**src/rtl/muldiv_pkg.sv**
```systemverilog
// Shared op-bit indices and FSM encoding for the HI/LO multiply/divide unit.
// The ID decoder uses the same op constants to build md_op_in.
package muldiv_pkg;

  localparam int OP_MULT  = 0;
  localparam int OP_MULTU = 1;
  localparam int OP_DIV   = 2;
  localparam int OP_DIVU  = 3;
  localparam int OP_MFHI  = 4;
  localparam int OP_MFLO  = 5;
  localparam int OP_MTHI  = 6;
  localparam int OP_MTLO  = 7;

  typedef enum logic [1:0] {
    ST_IDLE = 2'd0,
    ST_MUL  = 2'd1,
    ST_DIV  = 2'd2,
    ST_FIX  = 2'd3
  } state_t;

endpackage

```
**src/rtl/div_core.sv**
```systemverilog
// Iterative restoring divider on unsigned operands, one quotient bit per step.
// done pulses during the final step; results are stable from the next cycle.
module div_core #(
  parameter int DIV_ITER = 32
) (
  input  logic        clk,
  input  logic        rst,
  input  logic        start,
  input  logic        step,
  input  logic [31:0] dividend,
  input  logic [31:0] divisor,
  output logic        done,
  output logic [31:0] quotient,
  output logic [31:0] remainder
);

  localparam int CNT_W = $clog2(DIV_ITER + 1);

  logic [CNT_W-1:0] count;
  logic [63:0]      rq;
  logic [31:0]      dvs;
  logic [32:0]      trial;

  // Shifted partial remainder minus divisor; bit 32 set means it did not fit.
  assign trial = rq[63:31] - {1'b0, dvs};

  always_ff @(posedge clk or posedge rst) begin
    if (rst)        count <= '0;
    else if (start) count <= '0;
    else if (step)  count <= count + CNT_W'(1);
  end

  always_ff @(posedge clk) begin
    if (start) begin
      rq  <= {32'd0, dividend};
      dvs <= divisor;
    end else if (step) begin
      rq <= trial[32] ? {rq[62:0], 1'b0} : {trial[31:0], rq[30:0], 1'b1};
    end
  end

  assign done      = step && (count == CNT_W'(DIV_ITER - 1));
  assign quotient  = rq[31:0];
  assign remainder = rq[63:32];

endmodule

```
**src/rtl/muldiv_sched.sv**
```systemverilog
// EXE-stage sequencer for the shared multiply/divide unit: owns HI/LO,
// stalls EXE via md_ready_out, and drops in-flight work on flush.
module muldiv_sched
  import muldiv_pkg::*;
#(
  parameter int DIV_ITER = 32
) (
  input  logic        clk,
  input  logic        rst,
  input  logic        md_valid_in,
  input  logic [7:0]  md_op_in,
  input  logic [31:0] md_src1_in,
  input  logic [31:0] md_src2_in,
  input  logic        md_flush_in,
  output logic        md_ready_out,
  output logic        md_busy_out,
  output logic [31:0] md_rdata_out,
  output logic [31:0] hi_out,
  output logic [31:0] lo_out
);

  state_t state, state_nx;

  logic               accept, take_mul, take_div, op_signed;
  logic signed [32:0] mul_a, mul_b;
  logic signed [63:0] prod;
  logic               q_neg, r_neg, dz;
  logic               div_step, div_done;
  logic [31:0]        dvd_abs, dvs_abs, quot, rem;
  logic               hi_we, lo_we;
  logic [31:0]        hi_d, lo_d;

  function automatic logic [31:0] neg_if(input logic [31:0] v, input logic neg);
    return neg ? (~v + 32'd1) : v;
  endfunction

  assign accept    = (state == ST_IDLE) && md_valid_in && !md_flush_in && $onehot(md_op_in);
  assign take_mul  = accept && (md_op_in[OP_MULT] || md_op_in[OP_MULTU]);
  assign take_div  = accept && (md_op_in[OP_DIV] || md_op_in[OP_DIVU]);
  assign op_signed = md_op_in[OP_MULT] || md_op_in[OP_DIV];
  assign dvd_abs   = neg_if(md_src1_in, op_signed && md_src1_in[31]);
  assign dvs_abs   = neg_if(md_src2_in, op_signed && md_src2_in[31]);
  assign div_step  = (state == ST_DIV) && !md_flush_in;

  always_ff @(posedge clk) begin
    if (take_mul) begin
      mul_a <= {op_signed && md_src1_in[31], md_src1_in};
      mul_b <= {op_signed && md_src2_in[31], md_src2_in};
    end
    if (take_div) begin
      q_neg <= op_signed && (md_src1_in[31] ^ md_src2_in[31]);
      r_neg <= op_signed && md_src1_in[31];
      dz    <= (md_src2_in == 32'd0);
    end
  end

  assign prod = 64'(mul_a) * 64'(mul_b);

  div_core #(.DIV_ITER(DIV_ITER)) u_div (
    .clk       (clk),
    .rst       (rst),
    .start     (take_div),
    .step      (div_step),
    .dividend  (dvd_abs),
    .divisor   (dvs_abs),
    .done      (div_done),
    .quotient  (quot),
    .remainder (rem)
  );

  always_ff @(posedge clk or posedge rst) begin
    if (rst) state <= ST_IDLE;
    else     state <= state_nx;
  end

  always_comb begin
    state_nx     = state;
    md_ready_out = 1'b0;
    md_rdata_out = 32'd0;
    hi_we        = 1'b0;
    lo_we        = 1'b0;
    hi_d         = md_src1_in;
    lo_d         = md_src1_in;
    if (md_flush_in) begin
      state_nx = ST_IDLE;
    end else begin
      unique case (state)
        ST_IDLE: begin
          if (take_mul)      state_nx = ST_MUL;
          else if (take_div) state_nx = ST_DIV;
          else if (accept) begin
            md_ready_out = 1'b1;
            if (md_op_in[OP_MFHI]) md_rdata_out = hi_out;
            if (md_op_in[OP_MFLO]) md_rdata_out = lo_out;
            hi_we = md_op_in[OP_MTHI];
            lo_we = md_op_in[OP_MTLO];
          end
        end
        ST_MUL: begin
          md_ready_out = 1'b1;
          hi_we        = 1'b1;
          lo_we        = 1'b1;
          hi_d         = prod[63:32];
          lo_d         = prod[31:0];
          state_nx     = ST_IDLE;
        end
        ST_DIV: begin
          if (div_done) state_nx = ST_FIX;
        end
        ST_FIX: begin
          // Divide by zero leaves the remainder equal to the dividend, so only LO needs forcing.
          md_ready_out = 1'b1;
          hi_we        = 1'b1;
          lo_we        = 1'b1;
          hi_d         = neg_if(rem, r_neg);
          lo_d         = dz ? 32'hFFFF_FFFF : neg_if(quot, q_neg);
          state_nx     = ST_IDLE;
        end
        default: state_nx = ST_IDLE;
      endcase
    end
  end

  always_ff @(posedge clk or posedge rst) begin
    if (rst) begin
      hi_out <= 32'd0;
      lo_out <= 32'd0;
    end else begin
      if (hi_we) hi_out <= hi_d;
      if (lo_we) lo_out <= lo_d;
    end
  end

  assign md_busy_out = (state != ST_IDLE);

endmodule

```
**config.mk**
```make
export PLATFORM = sky130hd
export DESIGN_NAME = muldiv_sched
export DESIGN_NICKNAME = d
export VERILOG_FILES = /design/src/rtl/muldiv_pkg.sv /design/src/rtl/div_core.sv /design/src/rtl/muldiv_sched.sv
export SDC_FILE = /design/constraint.sdc
export NUM_CORES = 2
export LEC_CHECK = 0
export ABC_AREA = 1
export BUFFER_PORTS_ARGS = -buffer_cell sky130_fd_sc_hd__clkbuf_2
export CORE_MARGIN = 5
export CORE_UTILIZATION = 40
export DETAILED_ROUTE_END_ITERATION = 6
export GPL_TIMING_DRIVEN = 0
export MAX_ROUTING_LAYER = met4
export PLACE_DENSITY = 0.66
export SKIP_LAST_GASP = 1
export SLEW_MARGIN = 25
export SYNTH_ARGS = -nofsm -noshare
export SYNTH_HDL_FRONTEND = slang
export SYNTH_HIERARCHICAL = 1
export SYNTH_SLANG_ARGS = --single-unit
```
**constraint.sdc**
```tcl
create_clock -name clk -period 9.4 [get_ports clk]
set_input_delay 1.88 -clock clk [delete_from_list [all_inputs] [get_ports clk]]
set_output_delay 1.88 -clock clk [all_outputs]
set_load 0.02 [all_outputs]
```
==> impl_metrics.env <==
export IMPL_status="completed"
export IMPL_grt_ovfl_total=0
export IMPL_crit_fanout=10
export IMPL_fmax_mhz=107
export IMPL_root_buffer="clkbuf_16"
export IMPL_syn_avg_cell_area_um2=7.48
export IMPL_grtUsageMet2=0.563
export IMPL_die_h_um=390
export IMPL_syn_to_final_growth_pct=7.55
export IMPL_ant_nets=0
export IMPL_vias_per_cell=5.21
export IMPL_cts_tree="built"
export IMPL_synth_edf_count=133
export IMPL_cts_buffer_depth=3
export IMPL_layout_commonest_cell="inv_1"
export IMPL_synth_warnings=6
export IMPL_utilization=0.433
export IMPL_wl_per_cell_um=26.5
export IMPL_holdPathEnd="u_div/count[4]$_DFFE_PP0P_"
export IMPL_final_cell_mix="inv_1 (2166), nand2_1 (2112), fa_1 (1127)"
export IMPL_required_ps=9870
export IMPL_cp_data_arrival_time_ps=9810
export IMPL_yosysSeqAreaShare=0.111
export IMPL_r2r_start="mul_b[4]$_DFFE_PP_"
export IMPL_relSlewSlack=0.123
export IMPL_core_area_mm2=0.144
export IMPL_finalNonFillerCells=9866
export IMPL_timing_rr_end="lo_out[27]$_DFFE_PP0P_"
export IMPL_row_count=139
export IMPL_pin_count=174
export IMPL_drc=0
export IMPL_fin_crit_ps=9340
export IMPL_syn_cell_area_mm2=0.0578
export IMPL_grt_util_met3=0.0549
export IMPL_grt_max_degree=47
export IMPL_finalWorstSetupSlack_ps=59.9
export IMPL_hold_depth=1
export IMPL_use_met1=0.435
export IMPL_htree_num_levels=1
export IMPL_synth_cell_types=69
export IMPL_drive_above_1_share=0.0583
export IMPL_cp_start_kind="register"
export IMPL_clk_latency_ps=590
export IMPL_port_buffers=172
export IMPL_start_util=0.402
export IMPL_vias=51400
export IMPL_synthFlopType="edfxtp_1"
export IMPL_dp_hpwl_um=223000
export IMPL_path_clk_slew_ps=70
export IMPL_holdCritStartpoint="u_div/count[4]$_DFFE_PP0P_"
export IMPL_async_flop_share=0.304
export IMPL_nets=9393
export IMPL_clock_sinks=237
export IMPL_die_area_mm2=0.152
export IMPL_fin_hold_ws_ps=483
export IMPL_grt_pass1_wl_um=376000
export IMPL_worst_slew_pin_slew_ps=1320
export IMPL_grt_usage=0.355
export IMPL_placed_cells=9808
export IMPL_n_fill_cell=15100
export IMPL_regToRegSetupSlack_ps=60
export IMPL_rr_worst_depth=25
export IMPL_max_cap_violations=0
export IMPL_first_iter_violations=5209
export IMPL_first_pass_iters=6
export IMPL_ys_seq_elements=237
export IMPL_hold_class="reg2reg"
export IMPL_antenna_found_initial=14
export IMPL_dp_worst_setup_slack_ps=-110
export IMPL_finalClockSkew_ps=18.7
export IMPL_numCtsBuffers=25
export IMPL_gp_congestion=1.03
export IMPL_slew_viol_final=0
export IMPL_syn_nets=9185
export IMPL_die_x_um=390
export IMPL_hold_viol=0
export IMPL_totalWireLength_um=261000
export IMPL_finalCritPeriodShare=0.994
export IMPL_synthCells=7726
export IMPL_setup_viol=0
export IMPL_critPathCaptureType="register"
export IMPL_critical_path_class="reg2reg"
export IMPL_busiest_layer="met2"
export IMPL_first_global_vias=53700
export IMPL_rsz0062_at_grt="true"
[cells in the mapped netlist (all sizes together), types with 2 or more instances]
cell type | count | area [µm²]
a221oi | 2 | 17.5
inv | 2184 | 8210
clkbuf | 317 | 1190
o22ai | 2 | 12.5
xor2 | 60 | 526
edfxtp | 133 | 3990
a21boi | 13 | 120
or2 | 30 | 188
and2 | 12 | 80.1
xnor2 | 27 | 236
o21ai | 150 | 751
a2bb2oi | 8 | 70.1
nand2 | 2166 | 8330
dfxtp | 32 | 641
ha | 253 | 3170
a21o | 4 | 30.0
mux2 | 2 | 22.5
buf | 24 | 220
nor4 | 7 | 43.8
a31oi | 12 | 75.1
nand4 | 49 | 307
a21oi | 166 | 857
clkinv | 3 | 11.3
o31ai | 8 | 60.1
nand3 | 267 | 1460
a211oi | 2 | 15.0
o211ai | 11 | 82.6
o21bai | 19 | 146
dfrtp | 72 | 1800
nor2 | 432 | 1640
fa | 1130 | 22600
nor3 | 63 | 347
a311oi | 2 | 17.5
nand3b | 12 | 90.1
a22oi | 33 | 248
o21a | 10 | 75.1
[per-stage QoR]
step | cell area, µm² | setup TNS (ps)
floorplan | 57800 | 0
global placement | 61000 | -83070
detailed placement | 61200 | -121
CTS | 62000 | -5.92
global route | 62200 | -42.4
finish | 62200 | 0
[area by class of cell]
| type | instances | area, µm² | share of cell area |
|---|---|---|---|
| diodes | 10 | 25.0 | 0.000403 |
| plain buffers | 337 | 1480 | 0.0238 |
| clock buffers | 25 | 626 | 0.0101 |
| clock inverters | 21 | 191 | 0.00308 |
| inverters | 2187 | 8230 | 0.132 |
| multi-input cells | 4961 | 41700 | 0.671 |
| flip-flops and latches | 237 | 6440 | 0.104 |
| well taps | 1903 | 2380 | 0.0383 |
| repair buffers | 185 | 1040 | 0.0168 |
[worst max-delay path by stage]
| stage | cells after the start | from | end |
|---|---|---|---|
| CTS | 30 | mul_b[16]$_DFFE_PP_ | hi_out[26]$_DFFE_PP0P_ |
| global route | 33 | mul_a[32]$_DFFE_PP_ | hi_out[26]$_DFFE_PP0P_ |
| global placement | 18 | md_op_in[5] | u_div/rq[16]$_DFFE_PP_ |
| floorplan | 18 | md_op_in[5] | md_rdata_out[0] |
| detailed placement | 30 | mul_b[14]$_DFFE_PP_ | hi_out[26]$_DFFE_PP0P_ |
| finish | 25 | mul_b[4]$_DFFE_PP_ | lo_out[27]$_DFFE_PP0P_ |
[per-layer routing]
metal  vias up  wire, µm  part of all wire
met5         -         0                 0
met3       608     20300             0.078
li1      22600         -                 -
met2      2550    119000              0.46
met4         0     19700             0.075
met1     25600    102000              0.39
[registers in the layout, summed over array words and instances (netlist names)]
| name | flops |
|---|---|
| lo_out | 32 |
| u_div/dvs | 32 |
| state | 2 |
| u_div/rq | 64 |
| u_div/count | 6 |
| hi_out | 32 |
| mul_b | 33 |
| q_neg | 1 |
| r_neg | 1 |
| mul_a | 33 |
| dz | 1 |
[kinds of logic after synthesis]
kind of cell    after synthesis  synth area share
mux                           2          0.000390
flops                       237             0.111
xor+xnor                     87            0.0132
fa+ha+maj                  1383             0.446
buf+inv                    2528             0.167
compound gates              448            0.0456
simple gates               3041             0.217
[what timing repair did]
item,4_1_cts,5_1_grt
setup endpoints to repair,5,20
hold buffers,0,0
hold endpoints to repair,0,0
resized for setup,4,49
setup buffers,0,6
[worst max-delay path, stage by stage, from the launching register on]
cell      delay, ps
edfxtp_1        340
clkbuf_2        450
clkbuf_1        810
nand2_1         340
fa_1            550
fa_1            540
inv_1            50
fa_1            540
inv_1            80
fa_1            540
inv_1            60
fa_1            490
fa_1            540
fa_1            510
inv_1            50
fa_1            620
inv_1            70
ha_1            360
a21oi_1         260
o21ai_0         260
a21oi_1         430
nand3_1         390
o21ai_0         570
nand3_1         160
nand2_1         110
nand2_1          50
Power is left out: the tool's default activity adds up to more than one toggle a clock period on the data nets, which glitch-free logic cannot reach.
